**src/rtl/reg_scoreboard_if.sv**
```systemverilog
// ---------------------------------------------------------------------------
// reg_scoreboard_if
//
// Purpose:
//   Bundles the decode-side issue port, the writeback retirement port and the
//   scoreboard status outputs of reg_scoreboard into a single interface.
//
// Signals:
//   freeze        pipeline frozen (memory stall); no issue is accepted
//   issue_valid   decode presents an instruction this cycle
//   issue_wb_en   presented instruction writes a register
//   issue_dest    destination register of the presented instruction
//   src1          first source register (rn)
//   src1_valid    src1 is actually read
//   src2          second source register (rm, or rd for stores)
//   two_src       src2 is actually read
//   wb_en         writeback retires a register write this cycle
//   wb_dest       register being retired
//   hazard        stall decode this cycle
//   issue_accept  presented instruction is recorded as issued this cycle
//   pending       bit i set while register i has outstanding writes
//   inflight      total outstanding writes across all registers
//   err           sticky: a writeback retired a register with no writes
//
// Modports:
//   master  the pipeline side (decode + writeback) driving the requests
//   slave   the scoreboard itself
// ---------------------------------------------------------------------------
interface reg_scoreboard_if #(
    parameter int NUM_REGS = 16
);
    logic                freeze;
    logic                issue_valid;
    logic                issue_wb_en;
    logic [3:0]          issue_dest;
    logic [3:0]          src1;
    logic                src1_valid;
    logic [3:0]          src2;
    logic                two_src;
    logic                wb_en;
    logic [3:0]          wb_dest;
    logic                hazard;
    logic                issue_accept;
    logic [NUM_REGS-1:0] pending;
    logic [3:0]          inflight;
    logic                err;

    modport master (
        output freeze, issue_valid, issue_wb_en, issue_dest,
               src1, src1_valid, src2, two_src, wb_en, wb_dest,
        input  hazard, issue_accept, pending, inflight, err
    );

    modport slave (
        input  freeze, issue_valid, issue_wb_en, issue_dest,
               src1, src1_valid, src2, two_src, wb_en, wb_dest,
        output hazard, issue_accept, pending, inflight, err
    );
endinterface

```
**src/rtl/reg_scoreboard.sv**
```systemverilog
// ---------------------------------------------------------------------------
// reg_scoreboard
//
// Purpose:
//   Register-dependency scoreboard and stall controller for the decode stage
//   of the 5-stage ARM pipeline. Every register keeps a small counter of
//   writes that have left decode but not yet retired in writeback. Decode is
//   stalled (hazard) when it wants to read a register that still has a write
//   in flight, or when it wants to write a register whose counter is full.
//
// Ports:
//   clk   system clock, rising edge
//   rst   synchronous active-high reset
//   sb    reg_scoreboard_if.slave carrying the issue port, the writeback
//         retirement port and the hazard/accept/pending/inflight/err outputs
//
// Parameters:
//   NUM_REGS      architectural registers tracked (4-bit register numbers)
//   CNT_W         width of each per-register in-flight counter
//   MAX_INFLIGHT  maximum outstanding writes per register
//   WB_BYPASS     1 = a register retiring this cycle with count 1 reads as
//                 ready (the register file writes before it is read)
// ---------------------------------------------------------------------------
module reg_scoreboard #(
    parameter int NUM_REGS     = 16,
    parameter int CNT_W        = 2,
    parameter int MAX_INFLIGHT = 3,
    parameter int WB_BYPASS    = 1
) (
    input  logic             clk,
    input  logic             rst,
    reg_scoreboard_if.slave  sb
);

    localparam logic [CNT_W-1:0] CNT_ZERO = '0;
    localparam logic [CNT_W-1:0] CNT_ONE  = CNT_W'(1);
    localparam logic [CNT_W-1:0] CNT_MAX  = CNT_W'(MAX_INFLIGHT);

    // Per-register in-flight counters and their next-state values.
    logic [CNT_W-1:0]    cnt_q [NUM_REGS];
    logic [CNT_W-1:0]    cnt_d [NUM_REGS];

    logic [3:0]          inflight_q;
    logic [3:0]          inflight_d;
    logic                err_q;
    logic                err_d;

    // One-hot decodes of the retiring and the accepted-issue registers.
    logic [NUM_REGS-1:0] wbHit;
    logic [NUM_REGS-1:0] issueHit;

    logic [NUM_REGS-1:0] regReady;
    logic [NUM_REGS-1:0] regFull;
    logic [NUM_REGS-1:0] pendingVec;

    logic                rawStall;
    logic                capStall;
    logic                hazard;
    logic                accept;
    logic                underflow;

    // Decode the writeback port into a one-hot vector. Kept apart from the
    // issue decode because the issue side depends on the hazard, which in
    // turn depends on this vector.
    always_comb begin
        wbHit = '0;
        if (sb.wb_en) begin
            wbHit = NUM_REGS'(1) << sb.wb_dest;
        end
    end

    // A register is ready to be read when nothing is in flight for it. With
    // the writeback bypass, the last outstanding write retiring this very
    // cycle also counts as ready, since the register file is written in the
    // first half of the cycle and read in the second.
    always_comb begin
        regReady = '0;
        regFull  = '0;
        for (int r = 0; r < NUM_REGS; r++) begin
            regFull[r]  = (cnt_q[r] == CNT_MAX);
            regReady[r] = (cnt_q[r] == CNT_ZERO) ||
                          ((WB_BYPASS != 0) && (cnt_q[r] == CNT_ONE) && wbHit[r]);
        end
    end

    // Stall decision. The capacity stall is lifted when the same register is
    // retiring this cycle, because the increment and decrement cancel and the
    // counter never passes MAX_INFLIGHT. The hazard ignores freeze so decode
    // sees a stable stall reason even while the memory stage is stalled.
    always_comb begin
        rawStall = (sb.src1_valid & ~regReady[sb.src1]) |
                   (sb.two_src    & ~regReady[sb.src2]);
        capStall = sb.issue_wb_en & regFull[sb.issue_dest] & ~wbHit[sb.issue_dest];
        hazard   = sb.issue_valid & (rawStall | capStall);
        accept   = sb.issue_valid & ~hazard & ~sb.freeze;
    end

    // Only an accepted instruction that actually writes a register bumps a
    // counter; stalled or frozen instructions leave no trace and are simply
    // re-presented by decode.
    always_comb begin
        issueHit = '0;
        if (accept && sb.issue_wb_en) begin
            issueHit = NUM_REGS'(1) << sb.issue_dest;
        end
    end

    // Counter next state. Issue and retirement of the same register in one
    // cycle cancel out. Retiring a register with a zero count is a protocol
    // error: the count stays at zero and the sticky error flag is raised.
    // The in-flight total is summed from the next-state counters so it moves
    // on the same edge as the counters; it wraps at 4 bits, which the
    // pipeline depth never reaches in normal operation.
    always_comb begin
        underflow  = 1'b0;
        inflight_d = '0;
        for (int r = 0; r < NUM_REGS; r++) begin
            cnt_d[r] = cnt_q[r];
            if (issueHit[r] && !wbHit[r]) begin
                cnt_d[r] = cnt_q[r] + CNT_ONE;
            end else if (wbHit[r] && !issueHit[r] && (cnt_q[r] != CNT_ZERO)) begin
                cnt_d[r] = cnt_q[r] - CNT_ONE;
            end
            if (wbHit[r] && (cnt_q[r] == CNT_ZERO)) begin
                underflow = 1'b1;
            end
            inflight_d = inflight_d + 4'(cnt_d[r]);
        end
        err_d = err_q | underflow;
    end

    // State registers. Reset wins over any issue or retirement presented in
    // the same cycle.
    always_ff @(posedge clk) begin
        if (rst) begin
            for (int r = 0; r < NUM_REGS; r++) begin
                cnt_q[r] <= CNT_ZERO;
            end
            inflight_q <= '0;
            err_q      <= 1'b0;
        end else begin
            for (int r = 0; r < NUM_REGS; r++) begin
                cnt_q[r] <= cnt_d[r];
            end
            inflight_q <= inflight_d;
            err_q      <= err_d;
        end
    end

    // Pending view is taken straight from the counter registers, so it shows
    // an issue or retirement one cycle after it happens.
    always_comb begin
        pendingVec = '0;
        for (int r = 0; r < NUM_REGS; r++) begin
            pendingVec[r] = (cnt_q[r] != CNT_ZERO);
        end
    end

    assign sb.hazard       = hazard;
    assign sb.issue_accept = accept;
    assign sb.pending      = pendingVec;
    assign sb.inflight     = inflight_q;
    assign sb.err          = err_q;

endmodule

```
**src/flat_wrapper.sv**
```systemverilog
// flat-port wrapper written by rule: the top's interface ports become plain ports
module reg_scoreboard_flat 
#(
    parameter int NUM_REGS     = 16,
    parameter int CNT_W        = 2,
    parameter int MAX_INFLIGHT = 3,
    parameter int WB_BYPASS    = 1
)
  (clk, rst, sb_freeze, sb_issue_valid, sb_issue_wb_en, sb_issue_dest, sb_src1, sb_src1_valid, sb_src2, sb_two_src, sb_wb_en, sb_wb_dest, sb_hazard, sb_issue_accept, sb_pending, sb_inflight, sb_err);
  reg_scoreboard_if #(.NUM_REGS(NUM_REGS)) sb_i ();
  input  logic clk;
  input  logic rst;
  input wire logic [$bits(sb_i.freeze)-1:0] sb_freeze;
  input wire logic [$bits(sb_i.issue_valid)-1:0] sb_issue_valid;
  input wire logic [$bits(sb_i.issue_wb_en)-1:0] sb_issue_wb_en;
  input wire logic [$bits(sb_i.issue_dest)-1:0] sb_issue_dest;
  input wire logic [$bits(sb_i.src1)-1:0] sb_src1;
  input wire logic [$bits(sb_i.src1_valid)-1:0] sb_src1_valid;
  input wire logic [$bits(sb_i.src2)-1:0] sb_src2;
  input wire logic [$bits(sb_i.two_src)-1:0] sb_two_src;
  input wire logic [$bits(sb_i.wb_en)-1:0] sb_wb_en;
  input wire logic [$bits(sb_i.wb_dest)-1:0] sb_wb_dest;
  output wire logic [$bits(sb_i.hazard)-1:0] sb_hazard;
  output wire logic [$bits(sb_i.issue_accept)-1:0] sb_issue_accept;
  output wire logic [$bits(sb_i.pending)-1:0] sb_pending;
  output wire logic [$bits(sb_i.inflight)-1:0] sb_inflight;
  output wire logic [$bits(sb_i.err)-1:0] sb_err;
  assign sb_i.freeze = sb_freeze;
  assign sb_i.issue_valid = sb_issue_valid;
  assign sb_i.issue_wb_en = sb_issue_wb_en;
  assign sb_i.issue_dest = sb_issue_dest;
  assign sb_i.src1 = sb_src1;
  assign sb_i.src1_valid = sb_src1_valid;
  assign sb_i.src2 = sb_src2;
  assign sb_i.two_src = sb_two_src;
  assign sb_i.wb_en = sb_wb_en;
  assign sb_i.wb_dest = sb_wb_dest;
  assign sb_hazard = sb_i.hazard;
  assign sb_issue_accept = sb_i.issue_accept;
  assign sb_pending = sb_i.pending;
  assign sb_inflight = sb_i.inflight;
  assign sb_err = sb_i.err;
  reg_scoreboard #(.NUM_REGS(NUM_REGS), .CNT_W(CNT_W), .MAX_INFLIGHT(MAX_INFLIGHT), .WB_BYPASS(WB_BYPASS)) u_core (.clk(clk), .rst(rst), .sb(sb_i));
endmodule
```
**config.mk**
```make
export PLATFORM = sky130hd
export DESIGN_NAME = reg_scoreboard_flat
export DESIGN_NICKNAME = d
export VERILOG_FILES = /design/src/rtl/reg_scoreboard_if.sv /design/src/rtl/reg_scoreboard.sv /design/src/flat_wrapper.sv
export SDC_FILE = /design/constraint.sdc
export NUM_CORES = 1
export LEC_CHECK = 0
export CORE_UTILIZATION = 45
export CTS_BUF_LIST = sky130_fd_sc_hd__clkbuf_16
export DETAILED_ROUTE_END_ITERATION = 7
export GPL_ROUTABILITY_DRIVEN = 1
export HOLD_SLACK_MARGIN = 0.03
export MAX_ROUTING_LAYER = met4
export PLACE_DENSITY = 0.66
export SYNTH_ARGS = -nofsm -noshare
export SYNTH_HDL_FRONTEND = slang
export SYNTH_SLANG_ARGS = --single-unit
```
**constraint.sdc**
```tcl
create_clock -name clk -period 23.1 [get_ports clk]
set_input_delay 3.465 -clock clk [delete_from_list [all_inputs] [get_ports clk]]
set_output_delay 3.465 -clock clk [all_outputs]
set_load 0.01 [all_outputs]
```
==> results.json, run 1 <==
{
  "status": "finished, final reports clean",
  "area_growth_pct": 11.67,
  "dp_slack_ps": 11350,
  "wire_per_inst_um": 20.61,
  "reg2reg_from": "u_core.cnt_q[0][0]",
  "coreArea_sq_um": 11470,
  "die-width_um": 110.8,
  "cpPeakStageDelay_ps": 960,
  "grt_max_degree": 45,
  "gp_congestion": 0.9869,
  "final_common_cell": "inv_1",
  "vias": 5397,
  "reg2regPathDepth": 27,
  "nNetsFinal": 815,
  "clk_latency_ps": 290,
  "root_buffer": "clkbuf_16",
  "cts_buffers": 5,
  "fin_ws_ps": 11520,
  "cpMostUsedCell": "fa_1",
  "final_hold_viol_count": 0,
  "cts.sink_count": 37,
  "ant_nets": 0,
  "critPathKind": "in2reg",
  "worst_pin_slew_ps": 1073,
  "yosys_warnings": 0,
  "ff2ff_setup_slack_ps": 15620,
  "hp-start": "u_core.cnt_q[2][3]",
  "layout_common_cells": "inv_1, nor2_1, ha_1",
  "yosysUniqueCellTypes": 78,
  "fin_crit_sh_pct": 50.12,
  "die_h_um": 110.8,
  "startpoint": "sb_wb_dest[2]",
  "synth_area_per_cell_sq_um": 7.677,
  "powerDensity_nw_per_um2": 38.87,
  "rsz0062_at_grt": "false",
  "grt_pass1_wl_mm": 27.68,
  "power.leakage_nw": 2.369,
  "dieArea_sq_um": 12280,
  "ctsHoldBuffers": 0,
  "drive_gt1_share_pct": 6.171,
  "grt_overflow": 0,
  "insertedDiodeCount": 0,
  "syn_area_sq_um": 5328,
  "initial_core_util_pct": 46.46,
  "slew_viol_final": 0,
  "crit_path_end": "u_core.sb.inflight[3]",
  "totalWireLength_mm": 17.65,
  "antenna_found_initial": 0,
  "drtIter0Drc": 520,
  "cts_tree": "built",
  "start_kind": "input pin",
  "drv_cap": 0,
  "cts_setup_buffers": 0,
  "fin_hold_ws_ps": 544.3,
  "path_clk_slew_ps": 60,
  "fmax_mhz": 86.37,
  "dr.pass1.iters": 7,
  "clock_path_buffers": 2,
  "end_kind": "register",
  "ys_ff_latch": 37,
  "grt_pass1_vias": 5119,
  "cts-resized-gates": 0,
  "min_period_ps": 11580,
  "drc_errors": 0,
  "routed_via_density": 6.305,
  "clock_skew_ps": 4.554,
  "cp_slowest_cell": "nor2_1",
  "totalPowerFinal_mw": 0.2313,
  "crit_arrival_ps": 11740,
  "ir_worst_vdd_mv": 0.02716,
  "worst-path-max-fanout": 30,
  "hold_path.class": "reg2reg",
  "grtUsageTotal_pct": 30.01,
  "setup_viol": 0,
  "ios": 47,
  "synthArstFlopShare_pct": 0,
  "synth_fp_nets": 796,
  "syn_inst": 694,
  "synth_flop_cell": "dfxtp_1",
  "rr_endpoint": "u_core.sb.inflight[3]",
  "slew_headroom_pct": 28.21,
  "tns_ps": 0,
  "synth_edf_count": 0,
  "worst-endpoint-required_ps": 23260,
  "hpwlAfterDp_mm": 14.18,
  "ys_seq_area_share_pct": 13.90,
  "rows": 39,
  "io_buffers": 46,
  "ctsHtreeMaxLevel": 2
}
-- registers in the layout, summed over array words and instances (netlist names) --
name,cells
u_core.cnt_q,32
u_core.sb.err,1
u_core.sb.inflight,4
-- logic make-up after synthesis --
family	Yosys count	share of synthesized area, %
compound gates	166	23.65
buf+inv	127	9.723
flops	37	13.90
xor+xnor	17	2.795
simple gates	254	25.01
fa+ha+maj	78	21.84
mux	15	3.077
-- Yosys cell counts, types with 5 or more instances --
master	count	share of area, %
nand4_1	8	0.94
nand3_1	41	3.9
o211ai_1	6	0.85
or2_2	6	0.70
o2111ai_1	11	1.8
a31oi_1	21	2.5
nor2b_1	7	0.82
nor4_1	5	0.59
a21oi_1	16	1.5
and3_1	11	1.3
xnor2_1	15	2.5
fa_1	25	9.4
ha_1	53	12
nand2_1	35	2.5
and2_1	7	0.82
a211oi_1	9	1.3
clkbuf_1	24	1.7
nor3_1	21	2.0
dfxtp_1	37	14
o21ai_0	18	1.7
nor2_1	70	4.9
o311ai_1	5	0.82
a311oi_1	9	1.5
o221ai_1	5	0.82
a21boi_1	6	0.85
or4_1	6	0.85
a221oi_1	7	1.2
mux2_2	11	2.3
nand2b_1	8	0.94
inv_1	87	6.1
o21a_1	5	0.70
buf_2	9	0.85
-- per-layer routing --
metal | global-route usage (%) | vias up | wire length [um]
met4 | 13.60 | 0 | 738
met3 | 5.303 | 49 | 1324
met5 | - | - | 0
met2 | 45.26 | 243 | 7811
met1 | 39.17 | 2557 | 7770
li1 | - | 2548 | -
-- worst min path at each step --
| stage | end | slack, ps | cells past startpoint |
|---|---|---|---|
| 2_1_floorplan | u_core.cnt_q[2][3] | 490 | 2 |
| 3_3_place_gp | u_core.sb.err | 530 | 2 |
| 3_5_place_dp | u_core.cnt_q[2][3] | 540 | 2 |
| 4_1_cts | u_core.cnt_q[2][3] | 540 | 2 |
| 5_1_grt | u_core.sb.err | 590 | 2 |
| 6_report | u_core.cnt_q[2][3] | 540 | 2 |
-- stage by stage --
stage                     cells  utilization [%]  area (sq um)
after floorplan             694                -          5328
after global placement      849            50.69          5813
after detailed placement    849            50.69          5813
after CTS                   856            51.88          5949
after global routing        856            51.88          5949
final                       856            51.88          5949
-- power breakdown --
part | internal, mW | total (mW) | switching (mW) | leakage [nW]
clock network | 0.0391 | 0.0696 | 0.0305 | 0.0633
registers | 0.0675 | 0.0701 | 0.00257 | 0.299
logic | 0.0372 | 0.0916 | 0.0544 | 2.01
total | 0.144 | 0.231 | 0.0874 | 2.37
-- worst max-delay path, delay by kind of cell --
family / cells / cell delay [ps]
simple gates: 3 / 1190
xor+xnor: 4 / 660
buf+inv: 5 / 1170
fa+ha+maj: 9 / 3710
compound gates: 6 / 1500
-- area by class of cell --
type	instances	area, sq um
clock buffers	5	125.1
fillers	1117	5518
clock inverters	2	11.26
flip-flops and latches	37	740.7
repair buffers	50	490.5
multi-input cells	530	4069
well taps	143	178.9
inverters	89	334.1
Note: power is estimated with default switching activity, not from simulation.
==> run 2, diff against run 1 <==
PLACE_DENSITY = 0.68   (was 0.66)
clock period = 10.3 ns   (was 23.1 ns; I/O delays follow)
==> run 2 against run 1 <==
Against the previous run: register-to-register slack worse by 13000 ps; critical endpoint unchanged; largest cell class unchanged; final cell count up 0.70%; count of clock-buffer cells in the layout unchanged; highest routed layer unchanged; combinational power up 130%; design area up 1.2%; power up 140%; largest power group unchanged.
==> results.json, run 2 (synthesized netlist as in run 1, its figures left out) <==
{
  "io_buffers": 46,
  "final_common_cell": "inv_1",
  "die-width_um": 110.8,
  "die_h_um": 110.8,
  "rr_endpoint": "u_core.sb.inflight[3]",
  "crit_cells": 26,
  "end_kind": "register",
  "grt_pass1_vias": 5156,
  "cp_num_buf_inv": 4,
  "place_area_sq_um": 5851,
  "crit_path_end": "u_core.sb.inflight[3]",
  "fmax_mhz": 108.4,
  "root_buffer": "clkbuf_16",
  "vias": 5505,
  "utilization_pct": 52.49,
  "hold_path.class": "reg2reg",
  "hp-start": "u_core.sb.err",
  "drv_cap": 0,
  "clock_skew_ps": 5.323,
  "cpPeakStageDelay_ps": 850,
  "hpwlAfterDp_mm": 14.37,
  "ir_worst_vdd_mv": 0.07096,
  "drc_errors": 0,
  "gp_congestion": 0.9812,
  "fin_area_sq_um": 6020,
  "largest_register": "u_core.cnt_q",
  "totalWireLength_mm": 18.04,
  "rows": 39,
  "ios": 47,
  "grtUsageTotal_pct": 30.72,
  "path_delay_family": "adder cells",
  "grt_overflow": 0,
  "critPathKind": "in2reg",
  "wire_per_inst_um": 20.93,
  "path_clk_slew_ps": 70,
  "cp_slowest_cell": "clkdlybuf4s50_1",
  "clock_path_buffers": 2,
  "rsz0062_at_grt": "false",
  "clk_latency_ps": 300,
  "layout_common_cells": "inv_1, nor2_1, ha_1",
  "totalPowerFinal_mw": 0.5572,
  "startpoint": "sb_wb_dest[1]",
  "num-fill-cells": 1110,
  "ctsHoldBuffers": 0,
  "largest_reg_flops": 32,
  "setup_viol": 0,
  "slew_viol_final": 0,
  "fin_ws_ps": 1076,
  "cts_setup_buffers": 0,
  "routed_via_density": 6.386,
  "insertedDiodeCount": 0,
  "final_hold_viol_count": 0,
  "ant_nets": 0,
  "fin_crit_sh_pct": 89.56,
  "worst_pin_slew_ps": 841.0,
  "start_kind": "input pin",
  "dr.pass1.iters": 5,
  "cts.sink_count": 37,
  "reg2reg_from": "u_core.cnt_q[3][0]",
  "fin_hold_ws_ps": 514.1,
  "powerDensity_nw_per_um2": 92.56,
  "grt_pass1_wl_mm": 28.35,
  "drtIter0Drc": 618,
  "area_growth_pct": 12.99,
  "cts_tree": "built",
  "tns_ps": 0,
  "ctsHtreeMaxLevel": 2,
  "dpl.cell_count": 854,
  "min_period_ps": 9224,
  "status": "finished, final reports clean",
  "cpMostUsedCell": "fa_1",
  "ff2ff_setup_slack_ps": 2910,
  "power.leakage_nw": 2.415,
  "slew_headroom_pct": 43.50,
  "finalNonFillerCells": 862,
  "nNetsFinal": 820,
  "antenna_found_initial": 0,
  "dieArea_sq_um": 12280,
  "grt_max_degree": 45,
  "dp_slack_ps": 828.4,
  "coreArea_sq_um": 11470,
  "worst-path-max-fanout": 15,
  "worst-endpoint-required_ps": 10480,
  "cts-resized-gates": 0,
  "cts_buffers": 5,
  "drive_gt1_share_pct": 7.093,
  "reg2regPathDepth": 26,
  "crit_arrival_ps": 9400,
  "initial_core_util_pct": 46.46
}
-- run 2: power breakdown --
group          internal, mW  switching, mW  total [mW]
clock network         0.115         0.0742       0.189
registers             0.151        0.00608       0.157
logic                0.0847          0.126       0.211
total                 0.351          0.206       0.557
-- run 2: worst register-to-register path, stage by stage (launching register included) --
cell	delay, ps
dfxtp_1	400
inv_1	120
ha_1	270
a31oi_1	270
a21oi_1	130
or3b_1	360
a311o_1	310
o2111a_1	270
and3_1	260
a21oi_1	220
xnor2_1	130
ha_1	230
fa_1	500
fa_1	550
inv_1	50
fa_1	500
fa_1	520
fa_1	520
fa_1	480
inv_1	80
ha_1	170
inv_1	50
fa_1	370
xor2_1	160
xnor2_1	190
xnor2_1	130
nor2_1	50
-- run 2: area by class of cell --
type	count	area, sq um	share of cell area, %
repair buffers	55	528.0	8.772
inverters	89	334.1	5.550
well taps	143	178.9	2.972
clock buffers	5	125.1	2.079
flip-flops and latches	37	740.7	12.31
clock inverters	3	43.79	0.7275
multi-input cells	530	4069	67.60
-- run 2: how the worst min path moves through the flow --
stage	to	depth (start not counted)	slack [ps]
after floorplan	u_core.cnt_q[2][3]	2	490
after global placement	u_core.sb.err	2	490
after detailed placement	u_core.sb.err	2	490
after CTS	u_core.sb.err	2	510
after global routing	u_core.cnt_q[2][3]	2	550
final	u_core.sb.err	2	510
-- run 2: routing by layer --
layer	wire (um)	share of wire (%)	global-route usage (%)	vias to the layer above
li1	-	-	-	2548
met4	665	3.7	12.62	0
met5	0	0	-	-
met1	7766	43	40.07	2632
met3	1534	8.5	5.030	46
met2	8077	45	47.25	279
